### src/rtl/fb_wr_arbiter.sv
// ----------------------------------------------------------------------------
// fb_wr_arbiter
//
// Round-robin arbiter that shares the framebuffer pixel-write port between
// several pixel producers (index 0 = clear engine, 1 = rasterizer). A grant
// is held for at most MAX_RUN consecutive beats. The AXI master then sees
// runs of sequential addresses that it can turn into bursts. Each accepted
// beat passes through one output register before the framebuffer port.
//
// Optional feature macro: FB_WR_ARB_STATS_EN
//   When defined, a per-requester 32-bit accepted-beat counter is added and
//   exported on stat_count. Arbitration behaviour does not change.
//
// Ports:
//   clk          single clock for all logic
//   rst          synchronous, active-high reset
//   req_valid    [N_REQ]         per-requester beat valid
//   req_ready    [N_REQ]         per-requester beat accept
//   req_addr     [N_REQ*ADDR_W]  packed addresses, requester i at [i*ADDR_W +: ADDR_W]
//   req_data     [N_REQ*DATA_W]  packed data, same packing
//   fb_wr_valid  registered beat valid to the framebuffer master
//   fb_wr_ready  framebuffer master accept
//   fb_wr_addr   [ADDR_W]        registered beat address
//   fb_wr_data   [DATA_W]        registered beat data
//   grant_id     [ID_W]          current / last granted requester
//   idle         arbiter idle, output register empty, no request pending
//   stat_count   [N_REQ*32]      accepted-beat counters (FB_WR_ARB_STATS_EN only)
// ----------------------------------------------------------------------------
module fb_wr_arbiter #(
  parameter int N_REQ   = 2,
  parameter int ADDR_W  = 32,
  parameter int DATA_W  = 32,
  parameter int MAX_RUN = 16,
  localparam int ID_W   = (N_REQ > 1) ? $clog2(N_REQ) : 1
) (
  input  logic                    clk,
  input  logic                    rst,
  input  logic [N_REQ-1:0]        req_valid,
  output logic [N_REQ-1:0]        req_ready,
  input  logic [N_REQ*ADDR_W-1:0] req_addr,
  input  logic [N_REQ*DATA_W-1:0] req_data,
  output logic                    fb_wr_valid,
  input  logic                    fb_wr_ready,
  output logic [ADDR_W-1:0]       fb_wr_addr,
  output logic [DATA_W-1:0]       fb_wr_data,
  output logic [ID_W-1:0]         grant_id,
  output logic                    idle
`ifdef FB_WR_ARB_STATS_EN
  ,
  output logic [N_REQ*32-1:0]     stat_count
`endif
);

  localparam int RUN_W = (MAX_RUN > 1) ? $clog2(MAX_RUN) : 1;

  typedef enum logic {
    S_IDLE  = 1'b0,
    S_GRANT = 1'b1
  } state_e;

  state_e            state_q, state_d;
  logic [ID_W-1:0]   gnt_q, gnt_d;
  logic [ID_W-1:0]   last_q, last_d;
  logic [RUN_W-1:0]  run_q, run_d;
  logic              ov_q, ov_d;
  logic [ADDR_W-1:0] addr_q, addr_d;
  logic [DATA_W-1:0] data_q, data_d;

  logic [ID_W-1:0]   sel_id;
  logic              slot_free;
  logic              xfer;
  logic              run_last;
  logic [ADDR_W-1:0] sel_addr;
  logic [DATA_W-1:0] sel_data;

  // --------------------------------------------------------------------------
  // Round-robin pick: the search order is last+1, last+2, ... (mod N_REQ).
  // The loop runs from the farthest candidate down to the nearest one, so the
  // nearest asserted requester overwrites the others and no early exit is
  // needed.
  // --------------------------------------------------------------------------
  always_comb begin
    // NOTE: every combinational output gets a default before any branch;
    // a path that leaves it unassigned would infer a latch.
    sel_id = '0;
    for (int k = N_REQ; k >= 1; k--) begin
      if (req_valid[(int'(last_q) + k) % N_REQ]) begin
        sel_id = ID_W'((int'(last_q) + k) % N_REQ);
      end
    end
  end

  // The output register can take a beat when it is empty or is draining now.
  assign slot_free = !ov_q || fb_wr_ready;
  assign xfer      = (state_q == S_GRANT) && req_valid[gnt_q] && slot_free;
  assign run_last  = (run_q == RUN_W'(MAX_RUN - 1));
  assign sel_addr  = req_addr[int'(gnt_q)*ADDR_W +: ADDR_W];
  assign sel_data  = req_data[int'(gnt_q)*DATA_W +: DATA_W];

  // --------------------------------------------------------------------------
  // FSM state register and output register
  // --------------------------------------------------------------------------
  always_ff @(posedge clk) begin
    // NOTE: clocked state uses non-blocking assignments only, so all
    // registers update together from values sampled before the edge.
    if (rst) begin
      state_q <= S_IDLE;
      gnt_q   <= '0;
      last_q  <= ID_W'(N_REQ - 1);
      run_q   <= '0;
      ov_q    <= 1'b0;
      // NOTE: the beat payload registers are reset even though ov_q alone
      // qualifies them, because their reset value is visible on the ports.
      addr_q  <= '0;
      data_q  <= '0;
    end else begin
      state_q <= state_d;
      gnt_q   <= gnt_d;
      last_q  <= last_d;
      run_q   <= run_d;
      ov_q    <= ov_d;
      addr_q  <= addr_d;
      data_q  <= data_d;
    end
  end

  // --------------------------------------------------------------------------
  // FSM next state
  // --------------------------------------------------------------------------
  always_comb begin
    state_d = state_q;
    gnt_d   = gnt_q;
    last_d  = last_q;
    run_d   = run_q;
    case (state_q)
      S_IDLE: begin
        if (|req_valid) begin
          state_d = S_GRANT;
          gnt_d   = sel_id;
          run_d   = '0;
        end
      end
      S_GRANT: begin
        if (xfer) begin
          run_d = run_q + 1'b1;
        end
        // Release on a full run or as soon as the owner stops presenting
        // beats, so another producer is not starved by a stalled one.
        if (!req_valid[gnt_q] || (xfer && run_last)) begin
          state_d = S_IDLE;
          last_d  = gnt_q;
        end
      end
      default: state_d = S_IDLE;
    endcase
  end

  // --------------------------------------------------------------------------
  // FSM outputs
  // --------------------------------------------------------------------------
  always_comb begin
    req_ready = '0;
    if (state_q == S_GRANT) begin
      req_ready[gnt_q] = slot_free;
    end
  end

  assign grant_id    = gnt_q;
  assign idle        = (state_q == S_IDLE) && !ov_q && !(|req_valid);
  assign fb_wr_valid = ov_q;
  assign fb_wr_addr  = addr_q;
  assign fb_wr_data  = data_q;

  // --------------------------------------------------------------------------
  // Output register next state. A load in the same cycle as a drain keeps
  // ov set and replaces the beat.
  // --------------------------------------------------------------------------
  always_comb begin
    ov_d   = ov_q;
    addr_d = addr_q;
    data_d = data_q;
    if (xfer) begin
      ov_d   = 1'b1;
      addr_d = sel_addr;
      data_d = sel_data;
    end else if (ov_q && fb_wr_ready) begin
      ov_d   = 1'b0;
    end
  end

`ifdef FB_WR_ARB_STATS_EN
  // --------------------------------------------------------------------------
  // Accepted-beat counters. They wrap naturally at 2^32.
  // --------------------------------------------------------------------------
  logic [31:0] cnt_q [N_REQ];

  always_ff @(posedge clk) begin
    if (rst) begin
      for (int i = 0; i < N_REQ; i++) begin
        cnt_q[i] <= '0;
      end
    end else if (xfer) begin
      cnt_q[gnt_q] <= cnt_q[gnt_q] + 32'd1;
    end
  end

  always_comb begin
    stat_count = '0;
    for (int i = 0; i < N_REQ; i++) begin
      stat_count[i*32 +: 32] = cnt_q[i];
    end
  end
`endif

endmodule

### config.mk
export PLATFORM = sky130hd
export DESIGN_NAME = fb_wr_arbiter
export DESIGN_NICKNAME = d
export VERILOG_FILES = /design/src/rtl/fb_wr_arbiter.sv
export SDC_FILE = /design/constraint.sdc
export NUM_CORES = 1
export LEC_CHECK = 0
export ABC_AREA = 0
export CAP_MARGIN = 10
export CORE_ASPECT_RATIO = 1.75
export CORE_MARGIN = 2
export CORE_UTILIZATION = 41
export CTS_CLUSTER_DIAMETER = 200
export DETAILED_ROUTE_END_ITERATION = 16
export PLACE_DENSITY = 0.86
export SLEW_MARGIN = 20
export SYNTH_ARGS = -nofsm -noshare
export SYNTH_HDL_FRONTEND = slang
export SYNTH_SLANG_ARGS = --single-unit
### constraint.sdc
create_clock -name clk -period 2.5 [get_ports clk]
set_input_delay 0.5 -clock clk [delete_from_list [all_inputs] [get_ports clk]]
set_output_delay 0.5 -clock clk [all_outputs]
set_load 0.01 [all_outputs]
==> impl_metrics.env <==
export IMPL_outcome="finished clean"
export IMPL_postSynthNetCount=483
export IMPL_hold_path_class="flip-flop to flip-flop"
export IMPL_track_usage=0.236
export IMPL_seqPwrFrac=0.357
export IMPL_synth_warnings=0
export IMPL_finClkSkew_ns=0.00696
export IMPL_crit_slowest_cell="clkdlybuf4s50_1"
export IMPL_synth_top_area_frac=0.416
export IMPL_p_per_area_nw_per_um2=618
export IMPL_synth_avg_cell_area_sq_um=9.93
export IMPL_p_int_uw=2740
export IMPL_crit_path_cell_trace="clkdlybuf4s50_1 -> nor4_2 -> clkdlybuf4s50_1"
export IMPL_dieArea_sq_um=9240
export IMPL_grt_setup_unrepaired="no"
export IMPL_min_to="run_q[3]"
export IMPL_slowest_delay_ns=0.62
export IMPL_cp_required_ns=2.00
export IMPL_synthCells=349
export IMPL_drv_slew=0
export IMPL_peakVddDrop_v=0.000495
export IMPL_cts_buffers=9
export IMPL_antenna_found_initial=0
export IMPL_rows=44
export IMPL_setup_violations=0
export IMPL_r2r_cells=4
export IMPL_via_count=3659
export IMPL_critPathCaptureType="primary output"
export IMPL_synth_top_cell_by_area="dfxtp_1"
export IMPL_cts_htree_levels=3
export IMPL_hpwl_microns=7700
export IMPL_min_path_cells=2
export IMPL_clk_latency_ns=0.32
export IMPL_hp_start="run_q[3]"
export IMPL_grt_overflow=0
export IMPL_fp_dieH_microns=126
export IMPL_fin_crit_ns=2.38
export IMPL_p_leak_uw=0.00198
export IMPL_synth_cell_type_count=32
export IMPL_critPathMaxFanout=2
export IMPL_grt_pass1_vias=3655
export IMPL_reg2reg_to="run_q[3]"
export IMPL_swShare=0.245
export IMPL_worst_path_dominant_cell_family="buffers and inverters"
export IMPL_nets=663
export IMPL_design_area_sq_um=5870
export IMPL_cts_buffer_depth=2
export IMPL_die_x_microns=73.5
export IMPL_grt_pass1_wl_microns=17400
export IMPL_cp_arrival_ns=1.88
export IMPL_seq_area_frac_synth=0.416
export IMPL_fin_tns_setup_ns=0
export IMPL_path_depth=3
export IMPL_wl_microns=11100
export IMPL_ys_ff_latch=72
export IMPL_r2r_setup_slack_ns=0.75
export IMPL_drt_first_pass_iters=4
export IMPL_antenna_cells=0
export IMPL_root_buffer="clkbuf_16"
export IMPL_p_clk_frac=0.403
export IMPL_drcViolationCount=0
export IMPL_drive_above_1_share=0.0712
export IMPL_numClockSinks=72
export IMPL_fp_coreArea_sq_um=8260
export IMPL_path_buf_inv=2
export IMPL_cts_tree="done"
export IMPL_start_util=0.420
export IMPL_switchingPower_uw=888
export IMPL_stdcell_count=626
export IMPL_hold_viol_final=0
export IMPL_port_buffers=201
export IMPL_critPathLaunchType="input port"
export IMPL_reg2reg_from="state_q"
export IMPL_drt_iter0_drc=131
export IMPL_path_class="input port to primary output"
export IMPL_worstMarginPinSlew_ns=0.729
export IMPL_io_pins=202
export IMPL_syn_area_sq_um=3470
export IMPL_relSlewSlack=0.514
export IMPL_area_growth_pct=69.4
export IMPL_gp_congestion=0.797
export IMPL_avgRoutedWirePerCell_microns=17.8
export IMPL_fmax_mhz=420
export IMPL_cap_violations=0
export IMPL_cp_common_cell="clkdlybuf4s50_1"
export IMPL_combinationalPowerShare=0.240
export IMPL_layout_commonest_cell="clkdlybuf4s50_1"
export IMPL_placed_cell_area_sq_um=5520
export IMPL_yosys_top_cells_area="dfxtp_1 42%, mux2i_1 19%, a211oi_1 14%"
export IMPL_finalCritPeriodShare=0.951
export IMPL_final_cell_mix="200 x clkdlybuf4s50_1, 70 x dfxtp_1, 66 x mux2i_1"
export IMPL_grt_max_degree=69
export IMPL_placed_cells=610
export IMPL_postRouteAntennaNets=0
export IMPL_clk_pin_slew_ns=0.05
export IMPL_via_per_inst=5.85
==> how the worst max path moves through the flow <==
stage / from / end
after floorplan: fb_wr_ready / req_ready[1]
after global placement: req_valid[1] / idle
after detailed placement: req_valid[1] / idle
after CTS: req_valid[1] / idle
after global routing: req_valid[1] / idle
final: req_valid[1] / idle
==> routing by layer <==
metal | vias up | routed length (microns) | track usage
met2 | 161 | 5870 | 0.425
met1 | 1731 | 4220 | 0.255
met3 | 20 | 801 | 0.0520
met5 | - | 0 | 0
met4 | 0 | 242 | 0.0952
li1 | 1747 | - | -
==> power by group through the flow <==
stage                     Combinational [uW]  Sequential (uW)  Clock [uW]
after floorplan                          364             1350           0
after global placement                   847             1310           0
after detailed placement                 867             1320           0
after CTS                                876             1290        1480
after global routing                     933             1310        1530
final                                    871             1290        1460
==> cells by family after synthesis <==
group	synth area share
multiplexers	0.199
flip-flops	0.416
buffers and inverters	0.0635
adder cells (fa/ha/maj)	0.00361
AO/OA/AOI/OAI	0.280
AND/OR/NAND/NOR	0.0386
==> tightest hold or removal path, stage by stage (launching register included) <==
cell	delay [ns]
dfxtp_1	0.33
nand3b_1	0.09
mux2i_1	0.06
==> what timing repair did <==
item                                   in CTS  in global routing
setup endpoints to repair                   0                  1
setup buffers                               0                  0
gates resized for setup                     0                  1
hold buffers                                0                  0
endpoints found under the hold margin       0                  0
==> metrics by stage <==
step           hold WS, ns  setup WS (ns)   util  power, uW
2_1_floorplan        0.484          0.710      -       1710
3_3_place_gp         0.498         0.0806  0.668       2160
3_5_place_dp         0.525         0.0738  0.668       2180
4_1_cts              0.529         0.0520  0.710       3650
5_1_grt              0.561         0.0870  0.711       3770
6_report             0.528          0.122  0.711       3630
==> Yosys cell counts <==
cell type / number
ha_1: 1
mux2i_1: 66
clkbuf_4: 1
inv_1: 2
nor2_1: 1
o221a_1: 1
mux2i_2: 1
nand4_1: 3
nor3_1: 1
clkbuf_1: 24
buf_4: 6
nand3_1: 3
buf_2: 14
nand2b_1: 1
or4_1: 1
nand3b_1: 2
nand2_1: 1
a211oi_1: 64
nor4_1: 2
a31oi_1: 64
a311o_1: 1
dfxtp_1: 72
a21oi_1: 5
o211ai_1: 1
o21bai_1: 1
o21ai_0: 2
and3_1: 1
nor3_4: 1
or3b_2: 2
nor2b_1: 1
mux2_4: 1
o311ai_0: 2
==> flip-flops by register name, indices dropped and copies added, names as in the netlist <==
signal and cells:
fb_wr_addr 32, fb_wr_data 32, run_q 4, fb_wr_valid 1, grant_id 1, last_q 1
state_q 1
==> area by class of cell <==
| class | count | area [sq um] |
|---|---|---|
| Fill cell | 617 | 2390 |
| Clock buffer | 11 | 243 |
| Inverter | 2 | 7.51 |
| Clock inverter | 5 | 104 |
| Timing Repair Buffer | 214 | 2140 |
| Tap cell | 92 | 115 |
| Multi-Input combinational cell | 230 | 1810 |
| Sequential cell | 72 | 1450 |
(Power assumes the default switching activity.)
